File: config.mk
export PLATFORM = sky130hd
export DESIGN_NAME = cordic_rotate
export DESIGN_NICKNAME = d
export VERILOG_FILES = /design/src/rtl/cordic_pkg.sv /design/src/rtl/cordic_gain_comp.sv /design/src/rtl/cordic_rotate.sv
export SDC_FILE = /design/constraint.sdc
export NUM_CORES = 1
export LEC_CHECK = 0
export BUFFER_PORTS_ARGS = -buffer_cell sky130_fd_sc_hd__buf_4
export CORE_AREA = 10 10 166 168
export CTS_CLUSTER_DIAMETER = 80
export CTS_CLUSTER_SIZE = 30
export DETAILED_ROUTE_END_ITERATION = 10
export DIE_AREA = 0 0 176 178
export GPL_TIMING_DRIVEN = 0
export PLACE_DENSITY_LB_ADDON = 0.15
export SYNTH_ARGS = -nofsm -noshare
export SYNTH_HDL_FRONTEND = slang
export SYNTH_SLANG_ARGS = --single-unit
export TNS_END_PERCENT = 30
File: constraint.sdc
create_clock -name clk -period 6.5 [get_ports clk]
set_input_delay 0.325 -clock clk [delete_from_list [all_inputs] [get_ports clk]]
set_output_delay 0.325 -clock clk [all_outputs]
set_load 0.01 [all_outputs]
File: src/rtl/cordic_pkg.sv
// Shared CORDIC constants: arctangent table, angle landmarks and the 1/K shift-add recipe.
// Angles use the 16-bit binary-angle format where 0x8000 is pi.
package cordic_pkg;

    localparam logic [15:0] ANGLE_PI_2 = 16'd16384;
    localparam logic [15:0] ANGLE_PI   = 16'h8000;

    // 1/K ~= 2^-1 + 2^-3 - 2^-6 - 2^-9 - 2^-13
    localparam int GAIN_TERMS = 5;
    localparam logic [GAIN_TERMS-1:0][3:0] GAIN_SHIFT = {4'd13, 4'd9, 4'd6, 4'd3, 4'd1};
    localparam logic [GAIN_TERMS-1:0]      GAIN_NEG   = 5'b11100;

    typedef enum logic [1:0] {
        ST_IDLE  = 2'd0,
        ST_SCALE = 2'd1,
        ST_RUN   = 2'd2
    } cordic_state_e;

    function automatic logic [15:0] atan_lut(input logic [3:0] i);
        case (i)
            4'd0:    return 16'd8192;
            4'd1:    return 16'd4836;
            4'd2:    return 16'd2555;
            4'd3:    return 16'd1297;
            4'd4:    return 16'd651;
            4'd5:    return 16'd326;
            4'd6:    return 16'd163;
            4'd7:    return 16'd81;
            4'd8:    return 16'd41;
            4'd9:    return 16'd20;
            4'd10:   return 16'd10;
            4'd11:   return 16'd5;
            4'd12:   return 16'd3;
            4'd13:   return 16'd1;
            4'd14:   return 16'd1;
            default: return 16'd0;
        endcase
    endfunction

endpackage

File: src/rtl/cordic_gain_comp.sv
// Combinational multiply by 1/K using the shared arithmetic-shift recipe.
// The caller registers the result.
module cordic_gain_comp
    import cordic_pkg::*;
#(
    parameter int W = 18
) (
    input  logic signed [W-1:0] din,
    output logic signed [W-1:0] dout
);

    logic signed [W-1:0] acc;
    logic signed [W-1:0] term;

    // The coefficient is below 1, so no partial sum can outgrow W bits
    always_comb begin
        acc  = '0;
        term = '0;
        for (int i = 0; i < GAIN_TERMS; i++) begin
            term = din >>> GAIN_SHIFT[i];
            if (GAIN_NEG[i]) acc = acc - term;
            else             acc = acc + term;
        end
        dout = acc;
    end

endmodule

File: src/rtl/cordic_rotate.sv
// Iterative rotation-mode CORDIC: (mag, angle) -> (mag*cos, mag*sin).
// One micro-rotation per clock, start/done handshake, saturated outputs.
module cordic_rotate
    import cordic_pkg::*;
#(
    parameter int WIDTH     = 16,
    parameter int STAGES    = 16,
    parameter int COMP_GAIN = 1
) (
    input  logic                    clk,
    input  logic                    rst_n,
    input  logic                    start,
    input  logic signed [WIDTH-1:0] mag_in,
    input  logic signed [WIDTH-1:0] angle_in,
    output logic signed [WIDTH-1:0] x_out,
    output logic signed [WIDTH-1:0] y_out,
    output logic                    done,
    output logic                    busy
);

    localparam int XW = WIDTH + 2;
    localparam int IW = 5;

    // Rescale the 16-bit angle constants to the configured word width
    localparam int ATAN_LSH = (WIDTH >= 16) ? WIDTH - 16 : 0;
    localparam int ATAN_RSH = (WIDTH >= 16) ? 0 : 16 - WIDTH;
    localparam logic signed [WIDTH-1:0] HALF_PI     = WIDTH'((32'(ANGLE_PI_2) << ATAN_LSH) >> ATAN_RSH);
    localparam logic signed [WIDTH-1:0] NEG_HALF_PI = -HALF_PI;
    localparam logic        [WIDTH-1:0] PI_MSB      = WIDTH'((32'(ANGLE_PI) << ATAN_LSH) >> ATAN_RSH);
    localparam logic signed [XW-1:0]    SAT_MAX     = XW'((64'sd1 <<< (WIDTH - 1)) - 64'sd1);
    localparam logic signed [XW-1:0]    SAT_MIN     = ~SAT_MAX;

    function automatic logic [WIDTH-1:0] atan_w(input logic [3:0] i);
        return WIDTH'((32'(atan_lut(i)) << ATAN_LSH) >> ATAN_RSH);
    endfunction

    function automatic logic signed [WIDTH-1:0] sat(input logic signed [XW-1:0] v);
        if (v > SAT_MAX)      return SAT_MAX[WIDTH-1:0];
        else if (v < SAT_MIN) return SAT_MIN[WIDTH-1:0];
        else                  return v[WIDTH-1:0];
    endfunction

    cordic_state_e           state_q, state_d;
    logic signed [XW-1:0]    x_q, x_d, y_q, y_d;
    logic signed [WIDTH-1:0] z_q, z_d;
    logic [IW-1:0]           iter_q, iter_d;
    logic signed [WIDTH-1:0] x_out_q, x_out_d, y_out_q, y_out_d;
    logic                    done_q, done_d, busy_q, busy_d;

    logic signed [XW-1:0]    x_scaled;
    logic signed [XW-1:0]    x_sh, y_sh, mag_ext;
    logic [WIDTH-1:0]        at;

    cordic_gain_comp #(.W(XW)) u_gain (
        .din  (x_q),
        .dout (x_scaled)
    );

    always_comb begin
        state_d = state_q;
        x_d     = x_q;
        y_d     = y_q;
        z_d     = z_q;
        iter_d  = iter_q;
        x_out_d = x_out_q;
        y_out_d = y_out_q;
        busy_d  = busy_q;
        done_d  = 1'b0;
        mag_ext = {{2{mag_in[WIDTH-1]}}, mag_in};
        x_sh    = x_q >>> iter_q;
        y_sh    = y_q >>> iter_q;
        at      = atan_w(iter_q[3:0]);

        case (state_q)
            ST_IDLE: begin
                if (start) begin
                    busy_d = 1'b1;
                    iter_d = '0;
                    y_d    = '0;
                    // Fold the left half-plane into range by a 180 degree pre-rotation
                    if (angle_in > HALF_PI || angle_in < NEG_HALF_PI) begin
                        x_d = -mag_ext;
                        z_d = angle_in ^ PI_MSB;
                    end else begin
                        x_d = mag_ext;
                        z_d = angle_in;
                    end
                    state_d = (COMP_GAIN != 0) ? ST_SCALE : ST_RUN;
                end
            end
            ST_SCALE: begin
                x_d     = x_scaled;
                state_d = ST_RUN;
            end
            ST_RUN: begin
                if (iter_q == IW'(STAGES)) begin
                    x_out_d = sat(x_q);
                    y_out_d = sat(y_q);
                    done_d  = 1'b1;
                    busy_d  = 1'b0;
                    state_d = ST_IDLE;
                end else begin
                    if (!z_q[WIDTH-1]) begin
                        x_d = x_q - y_sh;
                        y_d = y_q + x_sh;
                        z_d = z_q - at;
                    end else begin
                        x_d = x_q + y_sh;
                        y_d = y_q - x_sh;
                        z_d = z_q + at;
                    end
                    iter_d = iter_q + IW'(1);
                end
            end
            default: state_d = ST_IDLE;
        endcase
    end

    always_ff @(posedge clk or negedge rst_n) begin
        if (!rst_n) begin
            state_q <= ST_IDLE;
            x_q     <= '0;
            y_q     <= '0;
            z_q     <= '0;
            iter_q  <= '0;
            x_out_q <= '0;
            y_out_q <= '0;
            done_q  <= 1'b0;
            busy_q  <= 1'b0;
        end else begin
            state_q <= state_d;
            x_q     <= x_d;
            y_q     <= y_d;
            z_q     <= z_d;
            iter_q  <= iter_d;
            x_out_q <= x_out_d;
            y_out_q <= y_out_d;
            done_q  <= done_d;
            busy_q  <= busy_d;
        end
    end

    assign x_out = x_out_q;
    assign y_out = y_out_q;
    assign done  = done_q;
    assign busy  = busy_q;

endmodule
==> impl_metrics.toml <==
[finish]
n_antenna_cell = 0
final_nets = 1727
final_area_sq_um = 13200
syn_to_final_growth_pct = 10.4
drive_above_1_share_pct = 10.8
multiInputGateArea_sq_um = 8910
seqCellArea_sq_um = 2330
nFillCells = 2355

[sta]
setup_viol = 0
fin_tns_setup_ns = 0
clock_skew_ns = 0.0205
slew_headroom_pct = 22.2
rsz0062_at_grt = "false"
hold_viol_final = 0
layout_min_cycle_time_ns = 6.03
tightest_slew_ns = 1.16
finalCritPeriodShare_pct = 92.8
drv_slew = 0
fmax_mhz = 166

[min_path]
min-delay-start = "start"
hold_class = "input pin to register"
holdPathStages = 2
hold_end = "iter_q[4]"

[setup_path]
r2r_end = "x_q[16]"
r2r-start = "iter_q[2]"
cp_data_arrival_time_ns = 6.27
critPathKind = "register to register"
reg2regPathDepth = 20
crit_fanout = 10
cpMaxStageDelayCell = "or4b_4"
cp_data_required_time_ns = 6.74
worst_path_largest_cell_delay_ns = 0.58
regToRegSetupSlack_ns = 0.47
path_cells = "buf_4, buf_1, nand2_1, a2bb2oi_1, o21ai_0, a31oi_1, or4b_4, or2b_1, a21oi_1, a21oi_1, ha_1, o21a_1, o21ai_0, a211oi_1, o21a_1, or4_1, nand4_1, mux2_2, a2111oi_0, a211oi_1"
start_kind = "register"
critPathCaptureType = "register"

[yosys]
synth_flop_cell = "dfrtp_1"
yosysUniqueCellTypes = 88
syn_nets = 1646
synth_warnings = 0
synth_top_area_share_pct = 19.4
synth_largest_area_cell = "dfrtp_1"
syn_inst = 1484
ys_seq_area_share_pct = 19.4
synth_edf_count = 0
syn_area_sq_um = 12000
postSynthAreaPerCell_sq_um = 8.07
synth_area_leaders = "dfrtp_1, ha_1, fa_1, a21oi_1, o21ai_0"
ys_ff_latch = 93
synthArstFlopShare_pct = 100

[drt]
drt_first_iter_violations = 1097
wirelength_um = 46000
route.antenna.remaining_nets = 0
vias_per_cell = 6.25
drc_errors = 0
dr.pass1.iters = 5
routedWlPerCell_um = 24.3
vias = 11844

[floorplan]
die_y_um = 178
die_w_um = 176
start_util_pct = 49.7
num_io_pins = 69
die_area_sq_um = 31300
coreArea_sq_um = 24100
row_count = 57

[grt]
globalRoute.totalOverflow = 0
first_global_vias = 11679
grt.total_usage_pct = 29.0
grt_max_degree = 94
grt_pass1_wl_um = 69800
antenna_found_initial = 0

[status]
status = "complete, no violations"

[clock_tree]
clkTransAtPathRegs_ns = 0.09
cts_tree = "yes"
cts_buffers = 9
clk_latency_ns = 0.37
h-tree-depth = 3
clock-sinks = 93
cts_resized = 0
cts_root_buf = "clkbuf_16"
clk_path_buf_depth = 2

[flow_run]
drv_cap = 0

[placed_design]
io_buffers = 68
place_congestion = 1.03
placed_area_sq_um = 12900
hpwl_um = 35500
==> Yosys cell counts (all sizes together), types with 5 or more instances <==
cell / number
nand2: 145
mux2i: 29
o21ai: 120
o21bai: 9
or3: 8
nand2b: 18
o211ai: 12
o2111ai: 5
xor2: 50
a22oi: 8
mux4: 22
xnor2: 63
a31oi: 21
nor2b: 17
o22ai: 12
clkbuf: 52
nand4: 9
nand3: 14
nor3b: 7
or2: 7
inv: 87
o41ai: 5
o31ai: 9
dfrtp: 93
mux2: 22
o221ai: 14
nor2: 146
a21o: 27
fa: 36
a21oi: 119
nor3: 42
o2bb2ai: 16
buf: 34
a211oi: 10
ha: 91
and3: 18
and2: 7
nor4: 13
o21a: 10
==> worst max-delay path: cells and delay by family, from the launching register on <==
| kind | cells | cell delay [ns] |
|---|---|---|
| and+or+nand+nor | 5 | 1.60 |
| buffers and inverters | 2 | 0.47 |
| AOI/OAI and AO/OA | 11 | 2.81 |
| muxes | 1 | 0.36 |
| adders and majority gates | 1 | 0.30 |
| DFF | 1 | 0.37 |
==> stage by stage <==
| stage | hold WS [ns] | cells | util (%) | worst slack, ns |
|---|---|---|---|---|
| 6_report | 0.175 | 1894 | 54.9 | 0.469 |
| 5_1_grt | 0.179 | 1894 | 54.9 | 0.177 |
| 4_1_cts | 0.172 | 1892 | 54.7 | 0.529 |
| 3_5_place_dp | 0.468 | 1876 | 53.5 | 0.564 |
| 3_3_place_gp | 0.463 | 1876 | 53.5 | 0.579 |
| 2_1_floorplan | 0.0294 | 1484 | - | 1.38 |
==> registers in the layout (all words and copies together) (netlist names) <==
register and count:
x_out 16, state_q 2, busy 1, y_q 18
x_q 18, y_out 16, z_q 16, iter_q 5
done 1
==> cell usage in the layout, fill, tap and decap left out, types with 18 or more instances in the layout <==
cell      instances
nor2_1          146
nand2_1         145
a21oi_1         119
o21ai_0         117
dfrtp_1          93
ha_1             91
inv_1            85
buf_4            70
xnor2_1          63
clkbuf_1         52
xor2_1           50
nor3_1           41
fa_1             36
mux2i_1          28
a21o_1           27
mux4_2           21
a31oi_1          21
nand2b_1         18
and3_1           18
==> repair_timing <==
action | 4_1_cts | 5_1_grt
buffers inserted | 0 | 0
hold buffers | 0 | 1
setup endpoints to repair | 0 | 0
endpoints found under the hold margin | 0 | 1
==> layout make-up <==
cell class	count	share of cell area, %
tap	324	3.06
sequential	93	17.6
buffer	86	3.14
inverter	87	2.47
clock inverter	7	0.511
timing repair buffer	70	4.14
multi-input combinational	1218	67.4
clock buffer	9	1.70
==> cells by family (layout without fill, tap and decap cells) <==
family,after synthesis,count (layout),synth area share [%]
fa+ha+maj,127,127,15.5
compound gates,441,441,23.7
flops,93,93,19.4
buf+inv,173,259,6.19
simple gates,464,464,18.1
mux,73,73,8.79
xor+xnor,113,113,8.26
==> worst max path at each step <==
stage	start	endpoint	slack (ns)	cells past startpoint
2_1_floorplan	iter_q[0]	x_q[16]	1.38	21
3_3_place_gp	iter_q[0]	x_q[16]	0.58	20
3_5_place_dp	iter_q[0]	x_q[16]	0.56	20
4_1_cts	iter_q[0]	x_q[16]	0.53	20
5_1_grt	iter_q[0]	x_q[16]	0.18	20
6_report	iter_q[2]	x_q[16]	0.47	20
==> routing by layer <==
metal  GRT usage (%)  share of wire, %
met1            35.1                40
met2            48.1                46
met3            6.30               8.3
met4            14.7               5.4
met5               0                 0
Power is not shown: default switching activity piles up to over one toggle a cycle in this logic, so the estimate is an artifact.
